File: src/rtl/lzc_norm_pipe.sv
// Pipelined leading-zero/one counter with normalising left shift and
// valid/ready handshakes on both sides. Mode and tag travel with the data.
module lzc_norm_pipe #(
  parameter  int unsigned WIDTH  = 32,
  parameter  int unsigned STAGES = 2,
  parameter  int unsigned TAG_W  = 4,
  localparam int unsigned CNT_W  = $clog2(WIDTH + 1)
) (
  input  logic             clk_i,
  input  logic             rst_ni,
  input  logic             flush_i,
  input  logic             in_valid_i,
  output logic             in_ready_o,
  input  logic [WIDTH-1:0] in_data_i,
  input  logic             in_mode_i,
  input  logic [TAG_W-1:0] in_tag_i,
  output logic             out_valid_o,
  input  logic             out_ready_i,
  output logic [CNT_W-1:0] out_cnt_o,
  output logic [WIDTH-1:0] out_data_o,
  output logic             out_empty_o,
  output logic [TAG_W-1:0] out_tag_o,
  output logic [15:0]      xfer_cnt_o
);

  localparam int unsigned XFER_W = 16;

  // Leading non-target bit count; WIDTH when the target bit is absent.
  function automatic logic [CNT_W-1:0] lead_cnt(input logic [WIDTH-1:0] d,
                                                input logic             m);
    logic [CNT_W-1:0] c;
    c = CNT_W'(WIDTH);
    for (int i = 0; i < int'(WIDTH); i++) begin
      if (d[i] == m) c = CNT_W'(int'(WIDTH) - 1 - i);
    end
    return c;
  endfunction

  // Operand contains no target bit.
  function automatic logic no_target(input logic [WIDTH-1:0] d,
                                     input logic             m);
    return m ? ~(|d) : (&d);
  endfunction

  // Left shift by c, filling vacated LSBs with ~m; c == WIDTH yields all fill.
  function automatic logic [WIDTH-1:0] norm(input logic [WIDTH-1:0] d,
                                            input logic [CNT_W-1:0] c,
                                            input logic             m);
    logic [2*WIDTH-1:0] ext;
    ext = {d, {WIDTH{~m}}} << c;
    return ext[2*WIDTH-1:WIDTH];
  endfunction

  // Per-stage state
  logic [STAGES-1:0] valid_q;
  logic [STAGES-1:0] ready;
  logic [WIDTH-1:0]  data_q  [STAGES];
  logic [CNT_W-1:0]  cnt_q   [STAGES];
  logic [STAGES-1:0] empty_q;
  logic [TAG_W-1:0]  tag_q   [STAGES];
  logic              mode_q;

  // Per-stage load values
  logic [STAGES-1:0] valid_d;
  logic [WIDTH-1:0]  data_d  [STAGES];
  logic [CNT_W-1:0]  cnt_d   [STAGES];
  logic [STAGES-1:0] empty_d;
  logic [TAG_W-1:0]  tag_d   [STAGES];

  logic [CNT_W-1:0]  in_cnt;
  logic [WIDTH-1:0]  in_norm;
  logic [WIDTH-1:0]  shift_data;

  logic [XFER_W-1:0] xfer_q;

  // Front-end count, plus the two shifter placements (pre-register for a single stage).
  always_comb begin
    in_cnt     = lead_cnt(in_data_i, in_mode_i);
    in_norm    = norm(in_data_i, in_cnt, in_mode_i);
    shift_data = norm(data_q[0], cnt_q[0], mode_q);
  end

  // Stall chain: a stage can load when empty or when its successor can load.
  always_comb begin
    logic r;
    ready = '0;
    r     = out_ready_i;
    for (int k = int'(STAGES) - 1; k >= 0; k--) begin
      r        = ~valid_q[k] | r;
      ready[k] = r;
    end
  end

  // Next-stage payload selection: count first, shift after the first register, then retime.
  always_comb begin
    valid_d    = '0;
    empty_d    = '0;
    valid_d[0] = in_valid_i;
    data_d[0]  = (STAGES == 1) ? in_norm : in_data_i;
    cnt_d[0]   = in_cnt;
    empty_d[0] = no_target(in_data_i, in_mode_i);
    tag_d[0]   = in_tag_i;
    for (int k = 1; k < int'(STAGES); k++) begin
      valid_d[k] = valid_q[k-1];
      data_d[k]  = (k == 1) ? shift_data : data_q[k-1];
      cnt_d[k]   = cnt_q[k-1];
      empty_d[k] = empty_q[k-1];
      tag_d[k]   = tag_q[k-1];
    end
  end

  // Pipeline registers; flush clears every valid bit and drops any same-cycle input.
  always_ff @(posedge clk_i or negedge rst_ni) begin
    if (!rst_ni) begin
      valid_q <= '0;
      empty_q <= '0;
      mode_q  <= 1'b0;
      for (int k = 0; k < int'(STAGES); k++) begin
        data_q[k] <= '0;
        cnt_q[k]  <= '0;
        tag_q[k]  <= '0;
      end
    end else begin
      for (int k = 0; k < int'(STAGES); k++) begin
        if (flush_i) begin
          valid_q[k] <= 1'b0;
        end else if (ready[k]) begin
          valid_q[k] <= valid_d[k];
        end
        if (ready[k] && valid_d[k]) begin
          data_q[k]  <= data_d[k];
          cnt_q[k]   <= cnt_d[k];
          empty_q[k] <= empty_d[k];
          tag_q[k]   <= tag_d[k];
        end
      end
      if (ready[0] && in_valid_i) begin
        mode_q <= in_mode_i;
      end
    end
  end

  // Output handshake counter; unaffected by flush, wraps naturally.
  always_ff @(posedge clk_i or negedge rst_ni) begin
    if (!rst_ni) begin
      xfer_q <= '0;
    end else if (out_valid_o && out_ready_i) begin
      xfer_q <= xfer_q + XFER_W'(1);
    end
  end

  assign in_ready_o  = ready[0];
  assign out_valid_o = valid_q[STAGES-1];
  assign out_cnt_o   = cnt_q[STAGES-1];
  assign out_data_o  = data_q[STAGES-1];
  assign out_empty_o = empty_q[STAGES-1];
  assign out_tag_o   = tag_q[STAGES-1];
  assign xfer_cnt_o  = xfer_q;

endmodule
File: config.mk
export PLATFORM = sky130hd
export DESIGN_NAME = lzc_norm_pipe
export DESIGN_NICKNAME = d
export VERILOG_FILES = /design/src/rtl/lzc_norm_pipe.sv
export SDC_FILE = /design/constraint.sdc
export NUM_CORES = 1
export LEC_CHECK = 0
export BUFFER_PORTS_ARGS = -buffer_cell sky130_fd_sc_hd__buf_4
export CAP_MARGIN = 20
export CORE_UTILIZATION = 45
export CTS_CLUSTER_DIAMETER = 30
export DETAILED_ROUTE_END_ITERATION = 7
export GPL_ROUTABILITY_DRIVEN = 1
export PLACE_DENSITY = 0.73
export SYNTH_ARGS = -nofsm -noshare
export SYNTH_HDL_FRONTEND = slang
export SYNTH_SLANG_ARGS = --single-unit
File: constraint.sdc
create_clock -name clk_i -period 6 [get_ports clk_i]
set_clock_uncertainty 0.2 [all_clocks]
set_input_delay 0.3 -clock clk_i [delete_from_list [all_inputs] [get_ports clk_i]]
set_output_delay 0.3 -clock clk_i [all_outputs]
set_load 0.01 [all_outputs]
==> out/qor.txt <==
H-tree levels - 3
CTS clk-pin slew, worst paths - 0.08 ns
FF-to-FF setup slack - 3.01 ns
Hold violation total from the final report - 0
Routed WL per cell - 18.6 um
FF-to-FF End - out_data_o[31]
Fmax - 334 MHz
Req. time, crit path - 6.05 ns
Critical Path AT - 3.05 ns
Mapped Cells - 891
Ys flop type - dfrtp_1
Vias - 6894
Yosys Warn Count - 0
Fraction of layout cells with a size suffix above 1 - 18.0%
CP endpoint kind - flop
Die height - 131 um
DIE AREA - 17100 um^2
Register bit count reported by yosys - 105
Normalized max-slew margin - 27.8%
Synthesis-to-layout area growth - 14.4%
Max Slew Vio Count - 0
# resized after CTS - 0
Min-delay worst type - input port to flop
Register area share after synthesis - 35.3%
Number of global-route vias before repair - 6239
Initial antenna violation count - 0
Residual DRC count - 0
Crit share post-route - 49.9%
Hold Crit Endpoint - data_q[40]
WS Path Type - flop to flop
Core Region - 16000 um^2
Rows - 46
Total track usage - 25.5%
CTS tree - done
Core Util, Final - 53.2%
Diode count - 0
Pwr/cell area - 260 nW/um^2
Final setup viols - 0
Commonest non-fill, non-tap cell in the layout - nand2_1
Longest Clk Path Bufs - 2
Worst R2R Path Depth - 6
Crit-path slowest cell - dfrtp_2
Die X - 131 um
# port buffers - 102
Root cell of the clock tree - clkbuf_16
Latest clock arrival within the worst-skew pair - 0.36 ns
Setup TNS - 0 ns
Vias/cell - 5.95
Dpl hpwl - 15.2 mm
IO Count - 103
Post-synth EDFFs - 0
CTS sink count - 105
Setup Fix Bufs, Post-CTS - 0
Most frequent cells in the layout - nand2_1, buf_4, dfrtp_1
Gr ovfl total - 0
DR pass1 iterations - 5
Final min period - 2.99 ns
Final Net Count - 980
Hold path depth - 3
RSZ-0062 raised after global routing - false
CP Launch Type - flop
Worst slew pin tran - 1.08 ns
RR Startpoint - cnt_d[1]
RePlAce Congestion - 0.957
Mapped Area - 7450 um^2
Hold_buf cts - 17
Syn_area_per_cell - 8.36 um^2
Largest net degree at the start of global routing - 63
Async set or reset register ratio after synthesis - 100%
Detailed Route WL - 21.5 mm
Routed Antenna Nets - 0
Crit Path Max Fanout - 49
Largest stage delay, worst path - 1.08 ns
Outcome - finished clean
Post-synthesis cell type count - 73
CP cell instances - mux4_1 -> mux2_2 -> mux2i_4 -> a2bb2oi_2 -> a21oi_1 -> o22a_1
Synthesized Nets - 934
First-pass GRT wire length - 33.4 mm
Worst Hold Launch - in_data_i[8]
Max-cap check violation count - 0
Initial Util - 46.5%
Lkg Pwr - 3.71 nW
Max VDD drop - 142 uV
CTS buffer count - 9
1st-iter DRT viols - 755
-- worst max path at each step --
stage                        start        endpoint  slack, ns  depth (start not counted)
final                     cnt_d[1]  out_data_o[31]       3.01                          6
after global routing      cnt_d[1]  out_data_o[31]       2.87                          6
after CTS                 cnt_d[1]  out_data_o[31]       3.03                          6
after detailed placement  cnt_d[1]  out_data_o[31]       3.03                          6
after global placement    cnt_d[1]  out_data_o[31]       3.12                          6
after floorplan           cnt_d[1]  out_data_o[31]       3.83                          7
-- sequential cells by signal (all words and copies together) (netlist names) --
name and count:
data_q 32, valid_q 2, mode_q 1, cnt_d 6
tag_d 4, xfer_cnt_o 16, empty_q 2, out_cnt_o 6
out_tag_o 4, out_data_o 32
-- through the flow --
step                      setup slack [ns]  hold WS [ns]  cells  total power, W  area [um^2]
after detailed placement              3.03         0.140   1125         0.00161         8040
final                                 3.01       0.00848   1158         0.00222         8520
after CTS                             3.03       0.00255   1158         0.00223         8520
after global placement                3.12         0.137   1125         0.00160         8040
after global routing                  2.87        0.0203   1158         0.00233         8520
after floorplan                       3.83        -0.196    891         0.00139         7450
-- layout make-up --
| cell class | count | area (um^2) |
|---|---|---|
| clock buffer | 10 | 239 |
| multi-input combinational | 670 | 4210 |
| tap | 216 | 270 |
| fill | 1573 | 7480 |
| timing repair buffer | 129 | 1010 |
| clock inverter | 6 | 71.3 |
| sequential | 105 | 2630 |
| inverter | 22 | 82.6 |
-- routing by layer --
metal | global-route usage (%) | vias to the layer above | share of wire [%]
met3 | 3.95 | 41 | 6.8
li1 | - | 3265 | -
met1 | 35.9 | 3296 | 45
met2 | 39.6 | 292 | 45
met4 | 9.74 | 0 | 2.6
met5 | 0 | - | 0
-- critical path, delay by kind of cell (launching register included) --
family / cells / cell delay (ns)
muxes: 3 / 1.19
DFF: 1 / 1.08
AOI/OAI and AO/OA: 3 / 0.40
-- kinds of logic (layout without fill, tap and decap cells) --
group | after synthesis | after routing | synth area share (%)
simple gates | 373 | 373 | 22.2
compound gates | 214 | 214 | 19.5
buf+inv | 116 | 167 | 8.13
flops | 105 | 105 | 35.3
mux | 64 | 64 | 12.6
xor+xnor | 18 | 18 | 2.12
fa+ha+maj | 1 | 1 | 0.168
-- where the power goes --
group	internal [W]	switching [W]	leakage [nW]	total [W]
logic	0.000333	0.000365	2.27	0.000698
registers	0.000809	0.000106	1.29	0.000915
clock network	0.000307	0.000297	0.148	0.000604
total	0.00145	0.000768	3.71	0.00222
-- cells in the mapped netlist, types with 8 or more instances --
library cell    n  area (um^2)
nand2b_1       14         87.6
nor2b_1         9         56.3
o211ai_1       17          128
buf_2          13         65.1
nand2_1       191          717
buf_4          35          263
mux2i_1        26          260
inv_1          21         78.8
mux4_2         13          293
nand3_1        24          120
a31oi_1        13         81.3
dfrtp_1       105         2630
a211oi_1        8         60.1
a21oi_1        39          195
xnor2_1        13          114
nand4_1        13         81.3
mux2_2         17          191
o21ai_0        51          255
nor2_1         74          278
clkbuf_1       37          139
Power figures use the tool's default switching activity.
